File: src/rtl/pong_pkg.sv
// Shared pong definitions: FSM state and direction encodings plus default screen geometry.
// Pure declarations, no timing.
// Used by both the paddle controller and ball_engine so geometry stays consistent.
package pong_pkg;

  // Default screen and paddle geometry, in cells
  localparam int DEF_SCR_W    = 30;
  localparam int DEF_SCR_H    = 20;
  localparam int DEF_PADDLE_H = 6;

  // Datapath widths on the renderer / paddle side
  localparam int COORD_W = 11;
  localparam int SCORE_W = 4;

  // Ball engine game state
  typedef enum logic [1:0] {
    SERVE  = 2'd0,
    MOVE   = 2'd1,
    SCORED = 2'd2,
    OVER   = 2'd3
  } state_t;

  // One-bit direction: POS moves toward larger column/row
  typedef enum logic {
    DIR_NEG = 1'b0,
    DIR_POS = 1'b1
  } dir_t;

  // Reverse a direction
  function automatic dir_t flip_dir(input dir_t d);
    return (d == DIR_POS) ? DIR_NEG : DIR_POS;
  endfunction

endpackage

File: src/rtl/ball_engine_step_timer.sv
// Step timer: divides CLK down to a one-cycle step strobe every TICK_DIV enabled cycles.
// step is combinational from the count; first strobe TICK_DIV cycles after clear releases.
// No backpressure; clr holds the count at zero, en gates counting.
module step_timer
  #(parameter int TICK_DIV = 750000)
  (
    input  logic CLK,
    input  logic RST,
    input  logic en,
    input  logic clr,
    output logic step
  );

  localparam int CNT_W = $clog2(TICK_DIV);
  localparam logic [CNT_W-1:0] CNT_LAST = CNT_W'(TICK_DIV - 1);

  logic [CNT_W-1:0] count;

  // Count enabled cycles, wrapping to zero on the step edge
  always_ff @(posedge CLK) begin
    if (RST) begin
      count <= '0;
    end else if (clr) begin
      count <= '0;
    end else if (en) begin
      if (count == CNT_LAST) begin
        count <= '0;
      end else begin
        count <= count + CNT_W'(1);
      end
    end
  end

  assign step = en && !clr && (count == CNT_LAST);

endmodule

File: src/rtl/ball_engine.sv
// Ball motion and scoring: steps the ball once per tick, bounces off walls/paddles, keeps scores.
// Outputs registered; ball updates on the step edge, POINT pulses one cycle after a miss edge.
// No backpressure; paddle rows are sampled combinationally on the step edge. Option: WIN_LIMIT_EN.
module ball_engine
  import pong_pkg::*;
  #(
    parameter int SCR_W     = DEF_SCR_W,
    parameter int SCR_H     = DEF_SCR_H,
    parameter int PADDLE_H  = DEF_PADDLE_H,
    parameter int TICK_DIV  = 750000,
    parameter int MAX_SCORE = 9
  )
  (
    input  logic        CLK,
    input  logic        RST,
    input  logic        START,
    input  logic [10:0] L_PADDLE_POSITION,
    input  logic [10:0] R_PADDLE_POSITION,
    output logic [10:0] BALL_X,
    output logic [10:0] BALL_Y,
    output logic [3:0]  L_SCORE,
    output logic [3:0]  R_SCORE,
    output logic        POINT_L,
    output logic        POINT_R,
    output logic        GAME_OVER
  );

  // Geometry derived from the screen size
  localparam logic [10:0] X_CTR      = 11'(SCR_W / 2);
  localparam logic [10:0] Y_CTR      = 11'(SCR_H / 2);
  localparam logic [10:0] Y_TOP      = 11'd1;
  localparam logic [10:0] Y_BOT      = 11'(SCR_H - 2);
  localparam logic [10:0] X_L_EDGE   = 11'd2;
  localparam logic [10:0] X_R_EDGE   = 11'(SCR_W - 3);
  localparam logic [10:0] X_L_BOUNCE = 11'd3;
  localparam logic [10:0] X_R_BOUNCE = 11'(SCR_W - 4);
  localparam logic [11:0] PAD_SPAN   = 12'(PADDLE_H - 1);

  state_t      state, state_nxt;
  logic [10:0] ball_x, ball_y;
  dir_t        dx, dy;
  logic [3:0]  l_score, r_score;
  logic        point_l, point_r;

  logic        timer_en, timer_clr, step;
  logic        game_over;

  // Step evaluation terms
  logic [10:0] ny;
  dir_t        dy_nxt;
  logic        at_left, at_right, at_edge;
  logic [10:0] pad_row;
  logic [11:0] pad_lo, pad_hi, ny_ext;
  logic        hit, miss;

  step_timer #(.TICK_DIV(TICK_DIV)) u_step_timer (
    .CLK  (CLK),
    .RST  (RST),
    .en   (timer_en),
    .clr  (timer_clr),
    .step (step)
  );

  // Candidate next position: vertical wall bounce, then paddle test on the facing column
  always_comb begin
    dy_nxt = dy;
    ny     = ball_y;
    if (dy == DIR_POS) begin
      if (ball_y >= Y_BOT) begin
        dy_nxt = DIR_NEG;
        ny     = ball_y - 11'd1;
      end else begin
        ny     = ball_y + 11'd1;
      end
    end else begin
      if (ball_y <= Y_TOP) begin
        dy_nxt = DIR_POS;
        ny     = ball_y + 11'd1;
      end else begin
        ny     = ball_y - 11'd1;
      end
    end

    at_left  = (ball_x == X_L_EDGE) && (dx == DIR_NEG);
    at_right = (ball_x == X_R_EDGE) && (dx == DIR_POS);
    at_edge  = at_left || at_right;
    pad_row  = at_left ? L_PADDLE_POSITION : R_PADDLE_POSITION;

    // 12-bit compare so a paddle parked near the top of the range cannot wrap
    ny_ext   = {1'b0, ny};
    pad_lo   = {1'b0, pad_row};
    pad_hi   = {1'b0, pad_row} + PAD_SPAN;
    hit      = (ny_ext >= pad_lo) && (ny_ext <= pad_hi);
    miss     = step && at_edge && !hit;
  end

  // State register
  always_ff @(posedge CLK) begin
    if (RST) begin
      state <= SERVE;
    end else begin
      state <= state_nxt;
    end
  end

  // Next-state logic
  always_comb begin
    state_nxt = state;
    case (state)
      SERVE: begin
        if (START) begin
          state_nxt = MOVE;
        end
      end
      MOVE: begin
        if (miss) begin
          state_nxt = SCORED;
        end
      end
      SCORED: begin
`ifdef WIN_LIMIT_EN
        // Scores were bumped on the miss edge, so they already reflect this point
        if ((l_score == 4'(MAX_SCORE)) || (r_score == 4'(MAX_SCORE))) begin
          state_nxt = OVER;
        end else begin
          state_nxt = SERVE;
        end
`else
        state_nxt = SERVE;
`endif
      end
      OVER: begin
`ifdef WIN_LIMIT_EN
        if (START) begin
          state_nxt = SERVE;
        end
`else
        state_nxt = SERVE;
`endif
      end
      default: state_nxt = SERVE;
    endcase
  end

  // Output decode from the state register: timer control and game-over flag
  always_comb begin
    timer_en  = (state == MOVE);
    timer_clr = (state != MOVE);
`ifdef WIN_LIMIT_EN
    game_over = (state == OVER);
`else
    game_over = 1'b0;
`endif
  end

  // Ball position, direction, scores and point pulses
  always_ff @(posedge CLK) begin
    if (RST) begin
      ball_x  <= X_CTR;
      ball_y  <= Y_CTR;
      dx      <= DIR_POS;
      dy      <= DIR_POS;
      l_score <= 4'd0;
      r_score <= 4'd0;
      point_l <= 1'b0;
      point_r <= 1'b0;
    end else begin
      point_l <= 1'b0;
      point_r <= 1'b0;
      case (state)
        MOVE: begin
          if (step) begin
            if (at_edge && !hit) begin
              // Ball holds where it was; the player opposite the gap scores
              if (at_right) begin
                l_score <= l_score + 4'd1;
                point_l <= 1'b1;
              end else begin
                r_score <= r_score + 4'd1;
                point_r <= 1'b1;
              end
            end else if (at_edge) begin
              dx     <= flip_dir(dx);
              ball_x <= at_left ? X_L_BOUNCE : X_R_BOUNCE;
              ball_y <= ny;
              dy     <= dy_nxt;
            end else begin
              ball_x <= (dx == DIR_POS) ? (ball_x + 11'd1) : (ball_x - 11'd1);
              ball_y <= ny;
              dy     <= dy_nxt;
            end
          end
        end
        SCORED: begin
          // Recentre and serve toward whoever conceded
          ball_x <= X_CTR;
          ball_y <= Y_CTR;
          dy     <= DIR_POS;
          dx     <= point_l ? DIR_POS : DIR_NEG;
        end
        OVER: begin
`ifdef WIN_LIMIT_EN
          if (START) begin
            l_score <= 4'd0;
            r_score <= 4'd0;
          end
`endif
        end
        default: begin
        end
      endcase
    end
  end

  assign BALL_X    = ball_x;
  assign BALL_Y    = ball_y;
  assign L_SCORE   = l_score;
  assign R_SCORE   = r_score;
  assign POINT_L   = point_l;
  assign POINT_R   = point_r;
  assign GAME_OVER = game_over;

endmodule

File: config.mk
export PLATFORM = sky130hd
export DESIGN_NAME = ball_engine
export DESIGN_NICKNAME = d
export VERILOG_FILES = /design/src/rtl/pong_pkg.sv /design/src/rtl/ball_engine_step_timer.sv /design/src/rtl/ball_engine.sv
export SDC_FILE = /design/constraint.sdc
export NUM_CORES = 1
export LEC_CHECK = 0
export CAP_MARGIN = 20
export CORE_MARGIN = 1
export CORE_UTILIZATION = 56
export CTS_CLUSTER_SIZE = 16
export DETAILED_ROUTE_END_ITERATION = 8
export PLACE_DENSITY_LB_ADDON = 0.25
export SYNTH_ARGS = -nofsm -noshare
export SYNTH_HDL_FRONTEND = slang
export SYNTH_HIERARCHICAL = 1
export SYNTH_SLANG_ARGS = --single-unit
export TNS_END_PERCENT = 30
File: constraint.sdc
create_clock -name CLK -period 5.2 [get_ports CLK]
set_input_delay 1.04 -clock CLK [delete_from_list [all_inputs] [get_ports CLK]]
set_output_delay 1.04 -clock CLK [all_outputs]
set_load 0.02 [all_outputs]
==> results.md <==
* Total track usage at 0.270
* Clk slew on worst S/H paths at 100 ps
* Crit-path leading delay family: compound AO/OA/AOI/OAI gates
* Peak supply drop at 0.158 mV
* Layout net count at 656
* Post-route setup TNS at 0 ps
* Gp weighted congestion at 0.994
* Crit path DAT at 5110 ps
* Element type at the critical path end: flop
* Post-CTS Repair Setup Buffers at 0
* Highest net fanout along the worst path at 12
* Sequential area share after synthesis at 0.255
* I/O pin total at 58
* Maximum number of pins on one net before global-route repair at 33
* Syn avg cell area at 8.24 um^2
* Global-route wire length before repair at 18300 um
* Number of DRC markers after the initial detailed-route iteration at 229
* Initial core utilization at 0.593
* Area grow syn2layout at 18.7%
* Maximum clock frequency at 203 MHz
* Remaining antenna violation count after routing at 0
* Clock root buffer master: sky130_fd_sc_hd__clkbuf_8
* Clock buffer count from CTS at 5
* Horizontal extent of the die at 90.6 um
* Most common cell in the netlist: sky130_fd_sc_hd__dfxtp_1
* Delay of the slowest cell on the worst path at 480 ps
* Synth top cells by count: sky130_fd_sc_hd__dfxtp_1, sky130_fd_sc_hd__a21oi_1, sky130_fd_sc_hd__ha_1, sky130_fd_sc_hd__nand2_1, sky130_fd_sc_hd__nand3_1
* Number of cells on the worst hold path at 2
* Areal power density over the cells at 189 mW/mm^2
* Main combinational cell family by area after synthesis: simple AND/OR/NAND/NOR gates
* TritonCTS clock tree: built
* Wirelength, routed at 11200 um
* Unrepaired setup endpoints after global routing: false
* Outcome: finished, final reports clean
* Setup slack after layout at 282 ps
* Sum of net half-perimeters after detailed placement at 8450 um
* Number of optimization iterations in the first detailed-route pass at 5
* Antenna diode count at 0
* Path class of the lowest-slack min-delay path: flop to flop
* Share of the synthesized area in the top cell type at 0.255
* Main synth FF type: sky130_fd_sc_hd__dfxtp_1
* DIE AREA at 0.00820 mm^2
* Total number of H-tree levels at 2
* Cell type with the largest total area after synthesis: sky130_fd_sc_hd__dfxtp_1
* Vias in the first global route at 3905
* Total power of the final layout at 0.000985 W
* Number of endpoints with negative hold slack in the final report at 0
* Max-cap violations at 0
* Buffering stage count on the worst path with inverters included at 3
* Compound-Gate Fraction of Synth Area at 0.215
* Number of distinct library cell variants in the gate-level netlist after synthesis at 77
* Category of the critical setup timing path: input port to flop
* Leading post-synthesis cells by cell area: sky130_fd_sc_hd__dfxtp_1, sky130_fd_sc_hd__ha_1, sky130_fd_sc_hd__a21oi_1
* Maximum clock skew at final layout at 9.15 ps
* Type of element launching the critical path: input port
* Row cnt at 31
* Number of failing setup endpoints in the final timing report at 0
* CTS Buffer Depth at 2
* Post-route clock period utilization at 0.946
* Most frequent cell on the critical path: sky130_fd_sc_hd__nand2_1
* Total core area at 0.00741 mm^2
* Seq cells post-synth at 56
* FFs w/ async S/R, synth at 0
* Antenna violations before repair at 0
* Vias per inst at 6.29
* Post-Synthesis Cell Area at 0.00439 mm^2
* Chain of cells forming the critical path: clkdlybuf4s50_1 -> nand2_1 -> nand2_1 -> ha_1 -> inv_1 -> a21oi_1 -> nand2_1 -> or3_1 -> or3_1 -> xnor2_1 -> ha_1 -> a2111oi_0 -> nand3_1 -> o311a_1 -> a211oi_4 -> o2111ai_2 -> buf_4 -> a211oi_1 -> o21ai_1
* Total congestion overflow after global routing at 0
* Crit-path slowest cell: sky130_fd_sc_hd__clkdlybuf4s50_1
* Share of cell area taken by muxes after synthesis at 0.0370
* Synthesized net count at 599
* Critical path required time at 5400 ps
* Setup slack after placement at -53.0 ps
* Total via count after detailed routing at 4343
* Average wire length per cell after detail routing at 16.2 um
* Total of warnings raised by yosys at 6
* Final Max Tran Viols at 0
* Total of fill cells in the finished design at 608
* Port Buffers at 56
* DRC viols at 0
* Simple-gate share of the synthesized area at 0.242
* TritonCTS Sinks at 56
* Fraction of final layout cells sized beyond drive strength 1 at 0.0778
* Minimum hold slack at 495 ps
* Number of standard cells after synthesis at 533
* Leak at 1.92 nW
* Tightest Pin Transition at 870 ps
* Total cell area at the placement stage at 0.00510 mm^2
* Max_slew headroom at 0.414
* Number of cells traversed by the worst register-to-register path at 18
* Floorplan die height at 90.6 um
* Number of synthesized flops with an enable pin at 0
* Worst skew pair latency at 310 ps
* CP Depth at 19
* Post-Synth XOR/XNOR Area at 0.0781
* Min Tclk post-route at 4920 ps
* Area of all placed cells without fillers at 0.00522 mm^2
* Synthesized-area fraction occupied by adder cells at 0.123
-- power breakdown --
group	switching [W]	total (W)	internal, W
sequential	0.0000197	0.000459	0.000440
combinational	0.000149	0.000274	0.000125
clock	0.000143	0.000253	0.000109
-- path summary, 6_finish.rpt --
check                     startpoint                      end  slack (ps)
min reg2reg  R_SCORE[3]$_SDFFE_PP0P_  R_SCORE[3]$_SDFFE_PP0P_         490
min          R_SCORE[3]$_SDFFE_PP0P_  R_SCORE[3]$_SDFFE_PP0P_         490
max reg2reg  BALL_X[10]$_SDFFE_PP0P_   BALL_Y[3]$_SDFFE_PP1P_         360
max             R_PADDLE_POSITION[0]   BALL_Y[3]$_SDFFE_PP1P_         280
-- routing by layer --
| layer | GRT usage | wire [um] | up-vias |
|---|---|---|---|
| met5 | 0 | 0 | - |
| met4 | 0.125 | 302 | 0 |
| met3 | 0.0253 | 604 | 24 |
| met2 | 0.438 | 5190 | 149 |
| met1 | 0.360 | 5080 | 2046 |
| li1 | - | - | 2124 |
-- logic make-up (layout without fill, tap and decap cells) --
family,count (synthesis),after routing
XOR/XNOR,37,37
AO/OA/AOI/OAI,139,139
buffers and inverters,47,105
other,1,1
flip-flops,56,56
AND/OR/NAND/NOR,194,194
adder cells (fa/ha/maj),43,43
multiplexers,16,16
-- state kept, by name, indices dropped and copies added (netlist names), 2 cells and up --
signal,flops
u_step_timer/count,20
L_SCORE,4
BALL_Y,11
BALL_X,11
R_SCORE,4
state,2
-- through the flow --
| stage | utilization | instances |
|---|---|---|
| 2_1_floorplan | - | 533 |
| 3_3_place_gp | 0.689 | 682 |
| 3_5_place_dp | 0.689 | 682 |
| 4_1_cts | 0.702 | 690 |
| 5_1_grt | 0.704 | 690 |
| 6_report | 0.704 | 690 |
-- cell usage in the layout (no fill, tap or decap), types with 7 or more instances in the layout --
cell and instances:
sky130_fd_sc_hd__dfxtp_1 56, sky130_fd_sc_hd__clkdlybuf4s50_1 56, sky130_fd_sc_hd__a21oi_1 41, sky130_fd_sc_hd__ha_1 40, sky130_fd_sc_hd__nand2_1 35, sky130_fd_sc_hd__nand3_1 32, sky130_fd_sc_hd__nor2_1 29, sky130_fd_sc_hd__nor3_1 22
sky130_fd_sc_hd__inv_1 22, sky130_fd_sc_hd__xnor2_1 21, sky130_fd_sc_hd__o21ai_0 18, sky130_fd_sc_hd__buf_4 18, sky130_fd_sc_hd__o211ai_1 17, sky130_fd_sc_hd__xor2_1 15, sky130_fd_sc_hd__mux2i_1 14, sky130_fd_sc_hd__nand4_1 13
sky130_fd_sc_hd__nor4_1 10, sky130_fd_sc_hd__or3_1 8, sky130_fd_sc_hd__o21ai_1 7
-- tightest hold or removal path, cell delays in order (launching register included) --
cell                      delay, ps
sky130_fd_sc_hd__dfxtp_1        330
sky130_fd_sc_hd__o31ai_1         70
sky130_fd_sc_hd__a21oi_1         60
-- repair_timing --
| action | 4_1_cts | 5_1_grt |
|---|---|---|
| hold buffers | 0 | 0 |
| setup endpoints to repair | 0 | 9 |
| gates resized for setup | 0 | 3 |
-- cell type report --
| type | instances | area [um^2] | share of cell area |
|---|---|---|---|
| multi-input cells | 430 | 3080 | 0.590 |
| clock inverters | 2 | 13.8 | 0.00264 |
| flip-flops and latches | 56 | 1120 | 0.215 |
| repair buffers | 75 | 716 | 0.137 |
| inverters | 22 | 82.6 | 0.0158 |
| well taps | 99 | 124 | 0.0238 |
| clock buffers | 6 | 82.6 | 0.0158 |
Power figures use the tool's default switching activity.
